[src/rtl/port_int_narrow.sv]
// Two-stage registered converter: narrows a 32-bit signed/unsigned value onto byte, byte unsigned,
// shortint and shortint unsigned lanes with per-lane out-of-range flags and a saturation counter.
module port_int_narrow #(
    parameter bit          SAT_EN = 1'b1,
    parameter int unsigned CNT_W  = 16
) (
    input  logic              clk,
    input  logic              rst,
    input  logic              in_valid,
    output logic              in_ready,
    input  logic [31:0]       in_data,
    input  logic              in_signed,
    output logic              out_valid,
    input  logic              out_ready,
    output byte               out_b,
    output byte unsigned      out_bu,
    output shortint           out_s,
    output shortint unsigned  out_su,
    output logic [3:0]        out_flags,
    output logic [CNT_W-1:0]  sat_count
);

    localparam logic signed [32:0] BMin  = -33'sd128;
    localparam logic signed [32:0] BMax  = 33'sd127;
    localparam logic signed [32:0] BuMax = 33'sd255;
    localparam logic signed [32:0] SMin  = -33'sd32768;
    localparam logic signed [32:0] SMax  = 33'sd32767;
    localparam logic signed [32:0] SuMax = 33'sd65535;

    logic              advance;
    logic              a_valid_q, a_valid_d;
    logic [31:0]       a_data_q, a_data_d;
    logic              a_signed_q, a_signed_d;
    logic              b_valid_q, b_valid_d;
    logic [7:0]        lane_b_q, lane_b_d, lane_bu_q, lane_bu_d;
    logic [15:0]       lane_s_q, lane_s_d, lane_su_q, lane_su_d;
    logic [3:0]        flags_q, flags_d;
    logic [CNT_W-1:0]  cnt_q, cnt_d;
    logic signed [32:0] v;
    logic              b_lo, b_hi, bu_lo, bu_hi, s_lo, s_hi, su_lo, su_hi;

    assign advance  = !b_valid_q || out_ready;
    assign in_ready = advance;

    // 33-bit view makes signed and unsigned inputs directly comparable
    assign v     = {a_signed_q & a_data_q[31], a_data_q};
    assign b_lo  = v < BMin;
    assign b_hi  = v > BMax;
    assign bu_lo = v[32];
    assign bu_hi = v > BuMax;
    assign s_lo  = v < SMin;
    assign s_hi  = v > SMax;
    assign su_lo = v[32];
    assign su_hi = v > SuMax;

    always_comb begin
        a_valid_d  = a_valid_q;
        a_data_d   = a_data_q;
        a_signed_d = a_signed_q;
        b_valid_d  = b_valid_q;
        lane_b_d   = lane_b_q;
        lane_bu_d  = lane_bu_q;
        lane_s_d   = lane_s_q;
        lane_su_d  = lane_su_q;
        flags_d    = flags_q;
        cnt_d      = cnt_q;

        if (b_valid_q && out_ready && (|flags_q) && (cnt_q != {CNT_W{1'b1}})) begin
            cnt_d = cnt_q + 1'b1;
        end

        if (advance) begin
            a_valid_d  = in_valid;
            a_data_d   = in_data;
            a_signed_d = in_signed;
            b_valid_d  = a_valid_q;
            flags_d    = {su_lo | su_hi, s_lo | s_hi, bu_lo | bu_hi, b_lo | b_hi};
            if (SAT_EN) begin
                // In range, the low bits already equal the value
                lane_b_d  = b_lo  ? 8'h80    : (b_hi  ? 8'h7F    : a_data_q[7:0]);
                lane_bu_d = bu_lo ? 8'h00    : (bu_hi ? 8'hFF    : a_data_q[7:0]);
                lane_s_d  = s_lo  ? 16'h8000 : (s_hi  ? 16'h7FFF : a_data_q[15:0]);
                lane_su_d = su_lo ? 16'h0000 : (su_hi ? 16'hFFFF : a_data_q[15:0]);
            end else begin
                lane_b_d  = a_data_q[7:0];
                lane_bu_d = a_data_q[7:0];
                lane_s_d  = a_data_q[15:0];
                lane_su_d = a_data_q[15:0];
            end
        end
    end

    always_ff @(posedge clk) begin
        if (rst) begin
            a_valid_q  <= 1'b0;
            a_data_q   <= '0;
            a_signed_q <= 1'b0;
            b_valid_q  <= 1'b0;
            lane_b_q   <= '0;
            lane_bu_q  <= '0;
            lane_s_q   <= '0;
            lane_su_q  <= '0;
            flags_q    <= '0;
            cnt_q      <= '0;
        end else begin
            a_valid_q  <= a_valid_d;
            a_data_q   <= a_data_d;
            a_signed_q <= a_signed_d;
            b_valid_q  <= b_valid_d;
            lane_b_q   <= lane_b_d;
            lane_bu_q  <= lane_bu_d;
            lane_s_q   <= lane_s_d;
            lane_su_q  <= lane_su_d;
            flags_q    <= flags_d;
            cnt_q      <= cnt_d;
        end
    end

    assign out_valid = b_valid_q;
    assign out_b     = lane_b_q;
    assign out_bu    = lane_bu_q;
    assign out_s     = lane_s_q;
    assign out_su    = lane_su_q;
    assign out_flags = flags_q;
    assign sat_count = cnt_q;

endmodule
[config.mk]
export PLATFORM = sky130hd
export DESIGN_NAME = port_int_narrow
export DESIGN_NICKNAME = d
export VERILOG_FILES = /design/src/rtl/port_int_narrow.sv
export SDC_FILE = /design/constraint.sdc
export NUM_CORES = 1
export LEC_CHECK = 0
export CORE_UTILIZATION = 49
export CTS_CLUSTER_SIZE = 25
export DETAILED_ROUTE_END_ITERATION = 7
export HOLD_SLACK_MARGIN = 0.08
export PLACE_DENSITY_LB_ADDON = 0.12
export SETUP_SLACK_MARGIN = 0.15
export SYNTH_ARGS = -nofsm -noshare
export SYNTH_HDL_FRONTEND = slang
export SYNTH_SLANG_ARGS = --single-unit
[constraint.sdc]
create_clock -name clk -period 2.4 [get_ports clk]
set_clock_uncertainty 0.05 [all_clocks]
set_input_delay 0.48 -clock clk [delete_from_list [all_inputs] [get_ports clk]]
set_output_delay 0.48 -clock clk [all_outputs]
set_load 0.005 [all_outputs]
-- Word-level counts from Yosys, hierarchy flattened
Index checks and enable logic that the tools add are counted.
- register bits after elaboration: 103
- bits of input ports: 37
- output and inout port bits: 70
- logic and storage cells: 37
- eq/ne operators: 1
- reductions and logical operators: 6
- $add $sub $neg: 1
- bitwise gates (word level): 5
- magnitude comparators: 6
- multiplexer cells: 8
- operators by type and width (kind ; count):
    16-bit 2-to-1 mux ; 4
    33-bit by 16-bit > comparator with 1-bit output (second input constant) ; 1
    33-bit by 17-bit > comparator with 1-bit output (second input constant) ; 1
    33-bit by 8-bit > comparator with 1-bit output (second input constant) ; 1
    33-bit by 9-bit > comparator with 1-bit output (second input constant) ; 1
    33-bit by 16-bit less-than comparator with 1-bit output (second input constant) ; 1
    33-bit by 8-bit less-than comparator with 1-bit output (second input constant) ; 1
    8-bit 2-to-1 mux ; 4
    16-bit by 1-bit adder with 16-bit output (second input constant) ; 1
    16-bit != test (second input constant) ; 1
    1-bit bitwise OR ; 4
    4-bit OR reduction ; 1
    1-bit logical AND ; 3
    1-bit AND ; 1
    1-bit logical NOT ; 1
    1-bit logical OR ; 1

-- Depth between registers and ports, before layout
Gate-level depths: netlist of run 1.
- depth in word-level cells: 4
- mapped depth: 7
- depth with buffers taken out: 5

-- Worst setup path before layout of run 1
OpenSTA, ideal clock, no wires.
- kind: input to register
- from: input port out_ready
- to: register lane_b_q[6] (netlist: out_b[6])
- setup time: 0.080 ns
- data required time: 2.270 ns
- path buffers: 2
- stages on the path: 7
- arrival time: 1.587 ns
- slack: 0.683 ns
- cell sequence: nor2b_1 > buf_2 > inv_2 > nor2_1 > clkbuf_1 > a21oi_1 > a22oi_1
- cells in the longest elaborated chain, start to end: 1
- RTL lines (element ; RTL line ; text):
    start, declared ; 14 ; input logic out_ready,
    1-bit logical OR ; 42 ; assign advance = !b_valid_q || out_ready;
    end signal, assigned ; 110 ; lane_b_q <= lane_b_d;
    end, declared ; 35 ; logic [7:0] lane_b_q, lane_b_d, lane_bu_q, lane_bu_d;
Every way passes these cells.
A chain may end at the register's enable or synchronous reset.

-- Worst setup path in the final report of run 1
- from: input port out_ready
- to: output port in_ready
- cells in the longest elaborated chain, start to end: 1
- RTL lines (element ; RTL line ; text):
    1-bit logical OR ; 42 ;
    end, declared ; 10 ; output logic in_ready,
Every way passes these cells.

==> summary.md, run 1 <==
| Metric | Value |
|---|---|
| Status | finished, final reports clean |
| Sw power | around 0.88 mW |
| Syn avg cell area | 8.35 sq um |
| Crit path required time | between 1500 and 2000 ps |
| Largest net degree at the start of global routing | 53 |
| TNS Setup | 0 ps |
| Starting DRT DRC Count | 128 |
| Initial Util | 51.0% |
| Ant diodes | 0 |
| Per-cell routed wire length | 14.2 microns |
| RSZ-0062 raised after global routing | no |
| Hold_sp | out_su[2]$_SDFFE_PP0P_ |
| Cell mode on critical path | clkdlybuf4s50_1 |
| VDD IR max | 0.358 mV |
| First-pass GRT wire length | between 15000 and 20000 microns |
| Number of cells after detailed placement | approximately 700 |
| Resized Gates After CTS | 0 |
| Max Freq | about 0.46 GHz |
| Mapped Cells | between 500 and 600 |
| Core ar. | 8260 sq um |
| Post-DP Area | 5410 sq um |
| CTS root buffer | clkbuf_8 |
| Placement row count | 33 |
| Postcts setup bufs | 0 |
| Clock Latency Late Sink | approximately 370 ps |
| # hold bufs at CTS | 0 |
| Internal power | 2.82 mW |
| Synth unique cells | 43 |
| Comb pwr share | 12.4% |
| Clk slew on worst S/H paths | roughly 100 ps |
| Sequential-to-total area share from yosys stat | 49.0% |
| Prevailing post-synth register cell | dfxtp_1 |
| Final setup fails | 0 |
| Largest incremental delay on the critical path | 530 ps |
| Mapped cell area | 4210 sq um |
| Final non-filler cell total | 714 |
| Top post-synthesis cells by count | nand2_1 (131), dfxtp_1 (103), a21oi_1 (48) |
| Yosys reg bits | 103 |
| CP startpoint | out_ready |
| GRT overflow | 0 |
| Top Family by Delay on Critical Path | buffers and inverters |
| Sw Ratio | 23.7% |
| Final Core Density | between 60 and 70% |
| Arr. time, crit path | between 1500 and 2000 ps |
| Total number of vias | 3882 |
| Leading cell types by total area after synthesis | dfxtp_1 (49%), nand2_1 (12%), a21oi_1 (5.7%), nor2_1 (3.3%), o31ai_1 (3.0%) |
| Overall Global Routing Usage | 23.4% |
| Die height | 94.7 microns |
| Clk buf depth | 2 |
| Worst r2r src | a_data_q[26]$_SDFFE_PP0P_ |
| Crit-path cells | clkdlybuf4s50_1, nor2b_4, inv_2, clkdlybuf4s50_1 |
| Max-slew violation count | 0 |
| Die width | 94.7 microns |
| Tmin final | between 2000 and 2500 ps |
| Pin slew with the least headroom to its limit | 735 ps |
| H-tree Lvls | 3 |
| Final ANT Viol Nets | 0 |
| Post-synth EDFFs | 0 |
| Clk sink count | 103 |
| Seq pwr share | 52.0% |
| Crit. End Element | output pin |
| Clk network pwr share | 35.6% |
| Leakage | 2.16 nW |
| Pwr Total | roughly 3.7 mW |
| Max transition margin | 50.9% |
| Vias in the first global route | roughly 3400 |
| CTS Buf Count | 9 |
| CP max stage cell | clkdlybuf4s50_1 |
| Pre-Repair DR Iteration Count | 4 |
| Post-route cell area | 5650 sq um |
| Max Cap Viol | 0 |
| Area grow syn2layout | 34.3% |
| Post-synth top area share | 49.0% |
| Area of the die | roughly 9000 sq um |
| Min-Delay Path Class | reg -> reg |
| Initial antenna violation count | 0 |
| Worst Path Class, Setup | in -> out |
| Final Hold Vio Count | 0 |
| Final period util | 90.9% |
| Routed vias/inst | 5.44 |
| Port Buf Inserts | 106 |
| DRC Markers | 0 |
| Final Wtd Congestion | 0.819 |
| Fraction of registers with async set/reset | 0% |
| Area leader, netlist | dfxtp_1 |
| DRT Wirelength | around 10000 microns |
| Fraction of layout cells with a size suffix above 1 | 9.20% |
| CP Buf/Inv Count | 3 |
| Most numerous cell in the Yosys netlist | nand2_1 |
| CTS tree | done |
| Final HPWL DP | 7090 microns |
| Pwr Density | approximately 650 nW/um^2 |
| Critical path startpoint category | input port |
| Nets | around 640 |
| Io pins | 107 |
| Synthesized Nets | 542 |
| Syn. warnings | 0 |
| Worst-path maximum fanout | 3 |
==> worst register-to-register path, cell delays in order (launching register included) <==
cell and delay (ps):
dfxtp_1 340, nor4_2 380, nand4_2 300, o41ai_4 650
a311oi_1 170
==> sequential cells by signal, summed over array words and instances, names as in the netlist <==
signal      count
out_s          16
out_b           8
out_su         16
out_flags       4
a_valid_q       1
a_signed_q      1
out_bu          8
out_valid       1
a_data_q       32
sat_count      16
==> path summary, 6_finish.rpt <==
path | end | cells after the start | slack, ps
max | in_ready | 4 | 220
min | out_su[2]$_SDFFE_PP0P_ | 2 | 390
max reg2reg | out_flags[0]$_SDFFE_PP0P_ | 4 | 360
min reg2reg | out_su[2]$_SDFFE_PP0P_ | 2 | 390
==> power groups by stage <==
stage | Sequential (mW) | Combinational (mW) | Clock (mW)
global placement | 1.96 | 0.451 | 0
global route | 1.94 | 0.503 | 1.40
CTS | 1.92 | 0.462 | 1.32
finish | 1.92 | 0.458 | 1.32
floorplan | 1.95 | 0.188 | 0
detailed placement | 1.96 | 0.459 | 0
==> through the flow <==
step,hold WS (ps),setup slack [ps]
global route,416,189
global placement,376,94.9
CTS,396,217
detailed placement,382,48.8
floorplan,382,683
finish,392,219
==> cells in the final DEF, fill, tap and decap left out, types with 10 or more instances in the layout <==
master and count:
mux2_2 10, nor2_1 36, nor3_1 18, a21oi_1 48
clkbuf_8 10, buf_4 14, o21ai_0 15, o31ai_1 17
clkdlybuf4s50_1 105, nand2_1 131, nor2b_1 10, dfxtp_1 103
==> routing by layer <==
layer / up-vias / track usage (%) / part of all wire [%]
li1: 1964 / - / -
met1: 1794 / 32.9 / 49
met2: 111 / 36.6 / 45
met3: 13 / 3.38 / 5.0
met4: 0 / 8.33 / 1.4
met5: - / 0 / 0
==> cells by family (layout without fill, tap and decap cells) <==
group	Yosys count	count (layout)	share of synthesized area (%)
and+or+nand+nor	241	241	26.7
AOI/OAI and AO/OA	113	113	17.8
DFF	103	103	49.0
buffers and inverters	35	140	3.36
muxes	11	11	2.91
adders and majority gates	1	1	0.297
==> final cells by class <==
cell class | count | area [sq um]
inverters | 3 | 11.3
well taps | 105 | 131
multi-input cells | 366 | 2020
repair buffers | 121 | 1180
flip-flops and latches | 103 | 2060
clock buffers | 11 | 141
clock inverters | 5 | 105
fillers | 680 | 2610
Power figures use the tool's default switching activity.
==> run 2: changes to the inputs <==
--- a/config.mk
+++ b/config.mk
@@ -5,9 +5,12 @@
 export SDC_FILE = /design/constraint.sdc
 export NUM_CORES = 1
 export LEC_CHECK = 0
-export CORE_UTILIZATION = 49
+export CELL_PAD_IN_SITES_DETAIL_PLACEMENT = 0
+export CELL_PAD_IN_SITES_GLOBAL_PLACEMENT = 1
+export CORE_UTILIZATION = 46
 export CTS_CLUSTER_SIZE = 25
 export DETAILED_ROUTE_END_ITERATION = 7
+export DONT_BUFFER_PORTS = 1
 export HOLD_SLACK_MARGIN = 0.08
 export PLACE_DENSITY_LB_ADDON = 0.12
 export SETUP_SLACK_MARGIN = 0.15
==> summary.md, run 2 (synthesized netlist as in run 1, its figures left out) <==
| Metric | Value |
|---|---|
| TNS Setup | 0 ps |
| Final HPWL DP | 6780 microns |
| Crit path required time | 1870 ps |
| Sw Ratio | 25.6% |
| Clock Latency Late Sink | around 360 ps |
| Fraction of layout cells with a size suffix above 1 | 9.84% |
| Critical path startpoint category | flop |
| Core ar. | roughly 9000 sq um |
| H-tree Lvls | 3 |
| CTS tree | done |
| GRT overflow | 0 |
| Clk buf depth | 2 |
| DRT Wirelength | 9940 microns |
| Most flops, register | a_data_q |
| Routed wire length on met2 | around 4600 microns |
| Final Wtd Congestion | 0.838 |
| Final ANT Viol Nets | 0 |
| Starting DRT DRC Count | about 170 |
| Total number of vias | around 3400 |
| Leading cell types in the layout, fill and taps excluded | nand2_1 (131), dfxtp_1 (103), a21oi_1 (48), nor2_1 (36), nor3_1 (18) |
| Area of the die | 9540 sq um |
| Status | complete, but fails checks |
| Pre-Repair DR Iteration Count | 6 |
| Tmin final | 2000 ps |
| Final period util | between 80% and 90% |
| Io pins | about 110 |
| Port Buf Inserts | 0 |
| Die width | 97.7 microns |
| Max Used Layer | met4 |
| Final setup fails | 0 |
| Resized Gates After CTS | 0 |
| Max transition margin | a little over half |
| Most common cell after layout, fill and taps aside | nand2_1 |
| Pwr Density | just over 700 nW/um^2 |
| Worst R2R Setup Slack | 450 ps |
| Seq pwr share | approximately three fifths |
| Internal power | 2.41 mW |
| CTS Buf Count | 9 |
| Pin slew with the least headroom to its limit | 687 ps |
| Crit. End Element | output pin |
| Arr. time, crit path | 1470 ps |
| Pwr Total | about 3.2 mW |
| Clk sink count | 103 |
| Clk slew on worst S/H paths | roughly 90 ps |
| Metal3 WL | 655 microns |
| CTS root buffer | clkbuf_8 |
| Nets | between 500 and 600 |
| Area grow syn2layout | 6.93% |
| Ant diodes | 0 |
| Worst Path Class, Setup | reg -> out |
| Met1 wire length | 4530 microns |
| Leakage | about 1.7 nW |
| Vias in the first global route | 3224 |
| Clk network pwr share | 33.6% |
| First-pass GRT wire length | 16500 microns |
| RSZ-0062 raised after global routing | no |
| Overall Global Routing Usage | 21.8% |
| Comb pwr share | 6.5% |
| Reg2Reg Depth | 5 |
| DRC Markers | 16 |
| Per-cell routed wire length | 16.4 microns |
| Placement row count | 34 |
| Die height | 97.7 microns |
| Routed vias/inst | 5.67 |
| Worst-path maximum fanout | 41 |
| Min-Delay Path Class | in -> reg |
| Max-slew violation count | 0 |
| # hold bufs at CTS | 0 |
| Max reg flops | 32 |
| Failing checks | DRC |
| Initial Util | 47.8% |
| Max Cap Viol | 0 |
| Initial antenna violation count | 0 |
| VDD IR max | ~0.28 mV |
| Sw power | 0.831 mW |
| Largest net degree at the start of global routing | 70 |
| Hold Path Cell Cnt | 1 |
| Postcts setup bufs | 0 |
| Final Hold Vio Count | 0 |
| Max Freq | 0.501 GHz |
## run 2: cell types whose count changed in the layout (fill, tap and decap cells not counted), sizes merged
cell           delta
buf               -6
bufinv            -2
clkdlybuf4s50   -105
clkinv            +2
clkinvlp          -2
inv               +2
## run 2: layout make-up
type | count | area, sq um
clock buffers | 11 | 131
clock inverters | 5 | 65.1
fillers | 865 | 4310
inverters | 3 | 11.3
multi-input cells | 366 | 2020
flip-flops and latches | 103 | 2060
well taps | 108 | 135
repair buffers | 10 | 75.1
## run 2: final timing paths
| path | from | to |
|---|---|---|
| setup / recovery | out_valid$_SDFFE_PP0P_ | in_ready |
| hold / removal | rst | a_valid_q$_SDFFE_PP0P_ |
| setup reg to reg | sat_count[0]$_SDFFE_PP0P_ | sat_count[7]$_SDFFE_PP0P_ |
| hold reg to reg | a_valid_q$_SDFFE_PP0P_ | a_valid_q$_SDFFE_PP0P_ |
## run 2: metrics by stage
stage / instance area (sq um) / std cells / hold slack (ps) / util, % / setup WS [ps]
2_1_floorplan: 4210 / 504 / 382 / - / 683
3_5_place_dp: 4300 / 590 / 399 / 48.9 / 446
3_3_place_gp: 4300 / 590 / 385 / 48.9 / 482
5_1_grt: 4500 / 606 / 99.2 / 51.1 / 288
4_1_cts: 4500 / 606 / 104 / 51.1 / 374
6_report: 4500 / 606 / 136 / 51.1 / 402
## run 2: metal layers
layer | vias up | track usage, %
met1 | 1575 | 28.3
li1 | 1751 | -
met2 | 100 | 34.5
met3 | 11 | 7.27
met5 | - | 0
met4 | 0 | 6.06
## run 2: worst max-delay path, stage by stage, from the launching register on
cell and delay, ps:
dfxtp_1 400, nor2b_4 340, inv_2 90, buf_4 280
## run 2: power by group through the flow
stage	combinational, mW	sequential (mW)	clock, mW
6_report	0.212	1.94	1.09
3_5_place_dp	0.214	1.99	0
5_1_grt	0.244	1.96	1.19
3_3_place_gp	0.209	1.98	0
2_1_floorplan	0.188	1.95	0
4_1_cts	0.215	1.95	1.13
==> run 3: changes to the inputs <==
==> constraint.sdc (replaced) <==
create_clock -name clk -period 2.1 [get_ports clk]
set_clock_uncertainty 0.05 [all_clocks]
set_input_delay 0.42 -clock clk [delete_from_list [all_inputs] [get_ports clk]]
set_output_delay 0.42 -clock clk [all_outputs]
set_load 0.005 [all_outputs]
==> summary.md, run 3 (synthesized netlist as in run 1, its figures left out) <==
| Metric | Value |
|---|---|
| H-tree Lvls | 3 |
| Max Freq | 0.539 GHz |
| Leakage | 1.76 nW |
| Total number of vias | 3458 |
| Clk slew on worst S/H paths | around 100 ps |
| Final Hold Vio Count | 0 |
| Max reg flops | 32 |
| Worst-path maximum fanout | 9 |
| Most common cell after layout, fill and taps aside | nand2_1 |
| Final HPWL DP | roughly 6900 microns |
| Overall Global Routing Usage | 22.3% |
| Die height | 97.7 microns |
| Starting DRT DRC Count | between 150 and 200 |
| Placement Setup Slack | 200 ps |
| Final setup fails | 0 |
| Vias in the first global route | 3268 |
| Crit. End Element | flop |
| Critical path startpoint category | flop |
| Pwr Density | 799 nW/um^2 |
| Clock Latency Late Sink | 360 ps |
| CTS Buf Count | 9 |
| Pin slew with the least headroom to its limit | 364 ps |
| Register Area | 2060 sq um |
| Placement row count | 34 |
| First-pass GRT wire length | between 15000 and 20000 microns |
| Fillcell total | 871 |
| Initial Util | 47.8% |
| RSZ-0062 raised after global routing | no |
| Arr. time, crit path | 2070 ps |
| CTS root buffer | clkbuf_8 |
| DRT Wirelength | just over 10000 microns |
| Max-slew violation count | 0 |
| Io pins | between 100 and 150 |
| DRC Markers | 16 |
| Pre-Repair DR Iteration Count | 7 |
| Setup slack after layout | 245 ps |
| TNS Setup | 0 ps |
| Initial antenna violation count | 0 |
| Max transition margin | between 70% and 80% |
| Area of the multi-input gates | 2050 sq um |
| Clk buf depth | 2 |
| Routed vias/inst | approximately 5.6 |
| Final period util | 88.3% |
| Most flops, register | a_data_q |
| GRT overflow | 0 |
| Area of the die | 9540 sq um |
| Min-Delay Path Class | in -> reg |
| Largest net degree at the start of global routing | 53 |
| Crit path required time | 2310 ps |
| Final Wtd Congestion | 0.864 |
| VDD IR max | 0.386 mV |
| Core ar. | 8810 sq um |
| Nets | roughly 540 |
| Max Cap Viol | 0 |
| Fraction of layout cells with a size suffix above 1 | 11.6% |
| CTS tree | done |
| Worst Path Class, Setup | reg -> reg |
| Ant diodes | 0 |
| Status | complete, but fails checks |
| Clk sink count | 103 |
| Leading cell types in the layout, fill and taps excluded | nand2_1 (131), dfxtp_1 (103), a21oi_1 (48), nor2_1 (36), nor3_1 (18) |
| Final ANT Viol Nets | 0 |
| Failing checks | DRC |
| Per-cell routed wire length | 16.6 microns |
| Tmin final | ~1900 ps |
| Area grow syn2layout | 9.63% |
| Die width | 97.7 microns |
| Port Buf Inserts | 0 |
-- run 3: cell count changes in the layout (fill, tap and decap cells not counted), sizes merged --
| cell | change |
|---|---|
| buf | +9 |
| clkbuf | +1 |
| clkinv | -2 |
| clkinvlp | +2 |
| dlygate4sd3 | +1 |
| inv | -2 |
-- run 3: power breakdown --
part           switching [mW]  internal, mW  leakage, nW
clock                   0.651         0.548       0.0827
combinational           0.152         0.116        0.818
sequential              0.135          2.09        0.858
total                   0.938          2.75         1.76
-- run 3: what timing repair did --
| action | CTS | global route |
|---|---|---|
| pin swaps | 0 | 1 |
| buffers inserted | 1 | 2 |
| resized for setup | 0 | 4 |
| setup endpoints to repair | 1 | 7 |
| hold buffers | 2 | 0 |
| endpoints found under the hold margin | 43 | 0 |
-- run 3: area by class of cell --
class	instances	area share, %
multi-input combinational	366	44.4
clock buffer	12	2.93
tap	108	2.93
inverter	3	0.244
clock inverter	3	0.976
sequential	103	44.7
timing repair buffer	20	3.85
-- run 3: worst paths after layout --
check,end,from,slack (ps),depth (start not counted)
max reg2reg,sat_count[14]$_SDFFE_PP0P_,sat_count[2]$_SDFFE_PP0P_,240,4
min reg2reg,a_valid_q$_SDFFE_PP0P_,a_valid_q$_SDFFE_PP0P_,410,2
max,sat_count[14]$_SDFFE_PP0P_,sat_count[2]$_SDFFE_PP0P_,240,4
min,out_bu[7]$_SDFFE_PP0P_,rst,120,1
-- run 3: critical path: stages, from the launching register on --
cell     delay [ps]
dfxtp_1         450
and4_1          300
nand4_2         260
nor4b_2         340
mux2_2          350
-- run 3: layer usage --
metal | share of wire (%) | track usage (%)
met4 | 1.2 | 5.94
met1 | 46 | 28.5
met2 | 47 | 37.2
met3 | 6.1 | 5.83
met5 | 0 | 0
-- run 3: stage by stage --
step           cells  hold slack (ps)  instance area, sq um  power, mW  util [%]
2_1_floorplan    504              382                  4210       2.44         -
3_3_place_gp     595              386                  4350       2.51      49.4
3_5_place_dp     595              387                  4350       2.52      49.4
4_1_cts          613              101                  4570       3.72      51.9
5_1_grt          615              111                  4610       3.85      52.4
6_report         615              116                  4610       3.69      52.4
